**src/rtl/boot_load_ctrl.sv**
```systemverilog
// boot_load_ctrl: boot sequencer and RAM-port owner for the TinyMIPS + blram pair.
// Holds the core in reset, streams a program image into blram over a valid/ready
// port, waits a short reset-hold window, then releases the core and hands it the
// RAM port. blram dout goes straight to the core and is not routed through here.
//
// Optional feature: define LOAD_CSUM_EN to add a 16-bit running checksum output
// (csum) of the words written during the most recent load.
//
// Image port handshake: a word is transferred ("beat") in every cycle where
// s_valid and s_ready are both high. s_ready is high exactly while in LOAD and
// does not depend on s_valid; s_valid may drop at any time (gaps are allowed)
// and s_data is only looked at on a beat.
module boot_load_ctrl #(
    parameter int SIZE     = 8,
    parameter int RST_HOLD = 4
) (
    input  logic            clk,
    input  logic            rst,
    input  logic            start,
    input  logic [SIZE-1:0] base_addr,
    input  logic [SIZE:0]   word_count,
    input  logic            s_valid,
    input  logic [15:0]     s_data,
    output logic            s_ready,
    input  logic            cpu_wrEn,
    input  logic [SIZE-1:0] cpu_addr,
    input  logic [15:0]     cpu_data,
    output logic            cpu_rst,
    output logic            ram_we,
    output logic [SIZE-1:0] ram_addr,
    output logic [15:0]     ram_din,
    output logic            busy,
    output logic            done,
    output logic            err,
`ifdef LOAD_CSUM_EN
    output logic [15:0]     csum,
`endif
    output logic [1:0]      dbgState
);

    typedef enum logic [1:0] {
        IDLE = 2'd0,
        LOAD = 2'd1,
        HOLD = 2'd2,
        RUN  = 2'd3
    } bootState_t;

    bootState_t      state, stateNext;
    logic [SIZE-1:0] ptr, ptrNext;
    logic [SIZE:0]   remaining, remNext;
    logic [3:0]      holdCnt, holdNext;
    logic            errNext;
    logic            beat;

    // Next-state logic plus the combinational RAM port mux.
    always_comb begin
        stateNext = state;
        ptrNext   = ptr;
        remNext   = remaining;
        holdNext  = '0;
        errNext   = 1'b0;
        beat      = 1'b0;
        s_ready   = 1'b0;
        ram_we    = 1'b0;
        ram_addr  = '0;
        ram_din   = '0;
        case (state)
            IDLE: begin
                if (start) begin
                    if (word_count != '0) begin
                        stateNext = LOAD;
                        ptrNext   = base_addr;
                        remNext   = word_count;
                    end else begin
                        // Zero-length image: just reboot whatever is in RAM.
                        stateNext = HOLD;
                    end
                end
            end
            LOAD: begin
                s_ready  = 1'b1;
                beat     = s_valid;
                ram_we   = s_valid;
                ram_addr = ptr;
                ram_din  = s_data;
                errNext  = start;
                if (s_valid) begin
                    // ptr is SIZE bits wide, so DEPTH-1 wraps to 0 for free.
                    ptrNext = ptr + 1'b1;
                    remNext = remaining - 1'b1;
                    if (remaining == (SIZE+1)'(1)) begin
                        stateNext = HOLD;
                    end
                end
            end
            HOLD: begin
                errNext = start;
                // Stay RST_HOLD+1 cycles so RUN starts RST_HOLD+1 edges after
                // the last beat edge.
                if (holdCnt == 4'(RST_HOLD)) begin
                    stateNext = RUN;
                end else begin
                    holdNext = holdCnt + 1'b1;
                end
            end
            RUN: begin
                // The core owns the RAM port, including in the cycle start is seen.
                ram_we   = cpu_wrEn;
                ram_addr = cpu_addr;
                ram_din  = cpu_data;
                if (start) begin
                    if (word_count != '0) begin
                        stateNext = LOAD;
                        ptrNext   = base_addr;
                        remNext   = word_count;
                    end else begin
                        stateNext = HOLD;
                    end
                end
            end
            default: stateNext = IDLE;
        endcase
    end

    // State, load pointers and registered status outputs.
    always_ff @(posedge clk or negedge rst) begin
        if (!rst) begin
            state     <= IDLE;
            ptr       <= '0;
            remaining <= '0;
            holdCnt   <= '0;
            cpu_rst   <= 1'b1;
            done      <= 1'b0;
            err       <= 1'b0;
        end else begin
            state     <= stateNext;
            ptr       <= ptrNext;
            remaining <= remNext;
            holdCnt   <= holdNext;
            cpu_rst   <= (stateNext != RUN);
            done      <= (stateNext == RUN) && (state != RUN);
            err       <= errNext;
        end
    end

`ifdef LOAD_CSUM_EN
    // Running checksum of the current image: cleared on LOAD entry, summed per beat.
    always_ff @(posedge clk or negedge rst) begin
        if (!rst) begin
            csum <= '0;
        end else if ((stateNext == LOAD) && (state != LOAD)) begin
            csum <= '0;
        end else if (beat) begin
            csum <= csum + s_data;
        end
    end
`endif

    assign busy     = (state == LOAD) || (state == HOLD);
    assign dbgState = state;

endmodule
```
**config.mk**
```make
export PLATFORM = sky130hd
export DESIGN_NAME = boot_load_ctrl
export DESIGN_NICKNAME = d
export VERILOG_FILES = /design/src/rtl/boot_load_ctrl.sv
export SDC_FILE = /design/constraint.sdc
export NUM_CORES = 1
export LEC_CHECK = 0
export CAP_MARGIN = 5
export CORE_UTILIZATION = 33
export CTS_CLUSTER_DIAMETER = 80
export CTS_CLUSTER_SIZE = 25
export DETAILED_ROUTE_END_ITERATION = 8
export GPL_ROUTABILITY_DRIVEN = 0
export PLACE_DENSITY = 0.67
export SYNTH_ARGS = -nofsm -noshare
export SYNTH_HDL_FRONTEND = slang
export SYNTH_SLANG_ARGS = --single-unit
```
**constraint.sdc**
```tcl
create_clock -name clk -period 2.37 [get_ports clk]
set_input_delay 0.237 -clock clk [delete_from_list [all_inputs] [get_ports clk]]
set_output_delay 0.237 -clock clk [all_outputs]
set_load 0.005 [all_outputs]
```
After elaboration in Yosys (flattened, before gate mapping) --
Index checks and enable logic that the tools add are counted.
Cells by class: add/subtract/negate cells 3, multipliers 0, div/mod/pow operators 0, magnitude comparators 0, equal/unequal tests 11, shift-type cells 0, muxes and demuxes 21, bitwise operators 0, reduce and logical (&&, ||, !) cells 8
Operator list (count):
- 16-bit one-hot mux with 2 select lines | 1
- 8-bit one-hot mux with 2 select lines | 2
- 9-bit 2-to-1 mux | 3
- 8-bit 2-to-1 mux | 3
- 9-bit one-hot mux with 2 select lines | 1
- 2-bit 2-to-1 mux | 5
- 9-bit by 1-bit == test with 1-bit output (second input constant) | 1
- 9-bit nonzero test | 1
- 9-bit by 1-bit subtractor with 9-bit output (second input constant) | 1
- 8-bit by 1-bit adder with 8-bit output (second input constant) | 1
- 4-bit 2-to-1 mux | 2
- 2-bit == test (second input constant) | 3
- 2-bit != test (second input constant) | 3
- 2-bit one-hot mux with 3 select lines | 1
- 4-bit by 1-bit adder with 4-bit output (second input constant) | 1
- 4-bit by 3-bit == test with 1-bit output (second input constant) | 1
- 2-bit by 1-bit != test with 1-bit output (second input constant) | 2
- 4-bit AND reduction | 1
- 2-bit OR reduction | 2
- 2-bit by 1-bit == test with 1-bit output (second input constant) | 1
- 2-bit zero test | 1
- 1-bit 2-to-1 mux | 2
- 1-bit one-hot mux with 2 select lines | 1
- 2-bit nonzero test | 1
- other kinds (2) | 2
Storage, ports and cells: register bits 26, latch bits 0, memory bits (writable) 0, bits in read-only memories 0, input port bits 62, output and inout port bits 32, word-level logic and storage cells 50, memories kept 0

Logic depth before layout (Yosys ltp) --
word-level depth 6, depth in mapped cells 8, gate-level depth less buffers 6

Worst setup path before layout --
OpenSTA, ideal clock, no wires.
kind register to register, from reg state[0] (netlist: dbgState[0]), to reg ptr[2], library setup time 133 ps, arrival time 1698 ps, data required time 2237 ps, path slack 539 ps, stages on the path, launching flop included 9, buffers on the path 2, period minus slack after synthesis 1831 ps, cell sequence dfrtp_1 inv_1 ha_1 buf_2 mux2_2 buf_4 o21ai_1 a21oi_1 a2bb2oi_1
On the way: longest elaborated chain between the ends 4, elaborated cells between the ends (all ways) 10, classes of those cells eq/ne: 5; mux: 1; reduce/logical: 4
Ends and longest elaborated chain:
- from (decl) | line 48 | bootState_t state, stateNext;
- from (signal assigned) | line 136 | state <= stateNext;
- 2-bit == test / 2-bit zero test (equally long branches) | line 67 | case (state)
- 2-bit OR reduction (no source line)
- 2-bit by 1-bit != test with 1-bit output (no source line) / 2-bit nonzero test (equally long branches)
- 4-bit AND reduction (no source line)
- to (signal assigned) | line 137 | ptr <= ptrNext;
- to (decl) | line 49 | logic [SIZE-1:0] ptr, ptrNext;
Several ways; a longest one is shown, not always the timed one. A chain may end at the register's enable or synchronous reset.

Final worst setup path --
from reg state[0] (netlist: dbgState[0]), to out ram_din[14]
On the way: longest elaborated chain between the ends 2, elaborated cells between the ends (all ways) 3, classes of those cells eq/ne: 2; mux: 1
Ends and longest elaborated chain:
- 2-bit == test / 2-bit by 1-bit == test with 1-bit output (equally long branches) | line 67
- 16-bit one-hot mux with 2 select lines * | line 67
- to (decl) | line 31 | output logic [15:0] ram_din,
Mark *: on every way between the ends. The rest lies on a longest branch, timed or not.

==> results.sh <==
export IMPL_status="finished, final reports clean"
export IMPL_seq_area_frac_synth=0.330
export IMPL_num_io_pins=94
export IMPL_wl_met2_um=2740
export IMPL_required_ns=2.13
export IMPL_synth_ff_type="dfrtp_1"
export IMPL_rsz0062_at_grt="false"
export IMPL_die_area_um2=6300
export IMPL_slew_violations=0
export IMPL_path_class="reg2out"
export IMPL_drt_iter0_markers=88
export IMPL_wl_per_cell_um=15.1
export IMPL_placedCellCount=373
export IMPL_wl_met3_um=384
export IMPL_finalClockSkew_ns=0.00219
export IMPL_relSlewSlack=0.636
export IMPL_met1_length_um=2520
export IMPL_cts_root_buffer="clkbuf_8"
export IMPL_drc=0
export IMPL_avgSynthCellArea_um2=9.10
export IMPL_ys_warn_count=0
export IMPL_synthTopCellsByArea="dfrtp_1 32%, a22o_1 11%, ha_1 5.1%, a21oi_1 4.6%, mux2i_1 4.1%"
export IMPL_setup_viol=0
export IMPL_hold_violations=0
export IMPL_grt_pass1_wl_um=9190
export IMPL_synthesis_nets=287
export IMPL_yosys_area_top_type="dfrtp_1"
export IMPL_ff2ff_setup_slack_ns=0.35
export IMPL_synth_common_cells="25 x a22o_1, 25 x dfrtp_1, 18 x a21oi_1"
export IMPL_vias=2069
export IMPL_syn_inst=217
export IMPL_routed_wl_um=5710
export IMPL_diodes=0
export IMPL_rows=27
export IMPL_coreArea_um2=5640
export IMPL_yosysTopAreaCellShare=0.317
export IMPL_start_kind="register"
export IMPL_initial_core_util=0.350
export IMPL_tritoncts="done"
export IMPL_antenna_found_initial=0
export IMPL_cts_hold_buffers_added=0
export IMPL_powerDensity_nw_per_um2=1350
export IMPL_grt_pass1_vias=1957
export IMPL_io_buffers=93
export IMPL_cp_end_kind="output pin"
export IMPL_cts_buffer_depth=2
export IMPL_grt_max_degree=33
export IMPL_cts_resized=0
export IMPL_stdcell_count=377
export IMPL_synth_distinct_cells=55
export IMPL_ys_seq_elements=26
export IMPL_htree_levels=1
export IMPL_die_width_um=79.4
export IMPL_synth_edff_count=0
export IMPL_synthArstFlopShare=1.00
export IMPL_tns_ns=0
export IMPL_hpwlAfterDp_um=4370
export IMPL_p_leak_nw=1.24
export IMPL_min_period_ns=2.24
export IMPL_drive_gt1_frac=0.0787
export IMPL_top_layer="met4"
export IMPL_fin_crit_sh=0.946
export IMPL_netlist_area_um2=1970
export IMPL_cts_sinks=26
export IMPL_dieHeight_um=79.4
export IMPL_cp_arrival_ns=2.00
export IMPL_grt_use_total=0.184
export IMPL_worst_pin_slew_ns=0.540
export IMPL_peakVddDrop_mv=0.864
export IMPL_post_cts_buffers=0
export IMPL_grt_overflow_total=0
export IMPL_cap_violations=0
export IMPL_area_growth_synth_to_final_pct=54.1
export IMPL_drt_antenna_violating_nets=0
export IMPL_num_nets_final=376
export IMPL_min_path_type="in2async"
export IMPL_cts_buffers=3
export IMPL_dr_pass1_iters=4
export IMPL_fmax_mhz=446
export IMPL_worstSkewPairLatency_ns=0.27
export IMPL_clk_pin_slew_worst_paths_ns=0.09
export IMPL_vias_per_cell=5.49
export IMPL_cp_max_fo=19
## logic make-up after synthesis
| family | count (synthesis) | share of synthesized area |
|---|---|---|
| AOI/OAI and AO/OA | 88 | 0.326 |
| and+or+nand+nor | 51 | 0.153 |
| buffers and inverters | 31 | 0.0659 |
| DFF | 26 | 0.330 |
| muxes | 13 | 0.0741 |
| adders and majority gates | 8 | 0.0507 |
## critical path: stages, from the launching register on
cell	delay, ns
dfrtp_1	0.47
ha_1	0.41
buf_12	0.20
a22o_1	0.14
clkdlybuf4s50_1	0.51
## per-layer routing
metal,track usage,vias up
met3,0.0299,6
met1,0.236,985
met4,0.0491,0
met5,0,-
li1,-,1007
met2,0.318,71
## path summary, 6_finish.rpt
path	from	end	cells past startpoint
min in group clk	holdCnt[0]	holdCnt[0]	1
worst max-delay path	dbgState[0]	ram_din[14]	4
max in group asynchronous	rst	cpu_rst	2
worst min-delay path	rst	ptr[0]	2
worst max register to register	dbgState[0]	ptr[0]	6
worst min register to register	holdCnt[0]	holdCnt[0]	1
## stage by stage
step	total power, mW	cell area, um2	util	hold slack, ns	worst slack (ns)
after floorplan	2.72	1970	-	-0.0586	0.539
after global placement	3.79	2990	0.529	0.490	0.363
after detailed placement	3.85	2990	0.529	0.500	0.327
after CTS	4.14	3040	0.539	0.339	0.119
after global routing	4.49	3040	0.539	0.359	0.0199
final	4.11	3040	0.539	0.325	0.129
## registers in the layout (all words and copies together), names as in the netlist
name	count
cpu_rst	1
remaining	9
done	1
holdCnt	4
ptr	8
err	1
dbgState	2
## cell type report
cell class	count	area (um2)
clock buffers	4	55.1
fillers	516	2600
inverters	15	56.3
multi-input cells	160	1190
flip-flops and latches	26	652
well taps	72	90.1
repair buffers	100	996
## power breakdown
part | internal, mW | switching (mW)
clock | 0.149 | 0.141
combinational | 1.51 | 1.39
sequential | 0.660 | 0.261
## cells in the final DEF, fill, tap and decap left out, drive strengths merged, types with 2 or more instances in the layout
| master | netlist | layout |
|---|---|---|
| and2 | 3 | 3 |
| a22oi | 2 | 2 |
| nor3b | 2 | 2 |
| ha | 8 | 8 |
| a31oi | 4 | 4 |
| a2bb2oi | 2 | 2 |
| o22ai | 5 | 5 |
| o21ai | 10 | 10 |
| nand4 | 4 | 4 |
| clkdlybuf4s50 | 0 | 93 |
| a21oi | 19 | 19 |
| nor2 | 10 | 10 |
| mux2i | 9 | 9 |
| nand2b | 4 | 4 |
| a32oi | 2 | 2 |
| mux2 | 4 | 4 |
| nor4 | 5 | 5 |
| nor3 | 4 | 4 |
| inv | 15 | 15 |
| nand3 | 6 | 6 |
| nand2 | 4 | 4 |
| and3 | 2 | 2 |
| a211oi | 8 | 8 |
| o21a | 2 | 2 |
| buf | 8 | 7 |
| clkbuf | 8 | 4 |
| dfrtp | 25 | 25 |
| a22o | 25 | 25 |
| a21o | 2 | 2 |
Note: power is estimated with default switching activity, not from simulation.
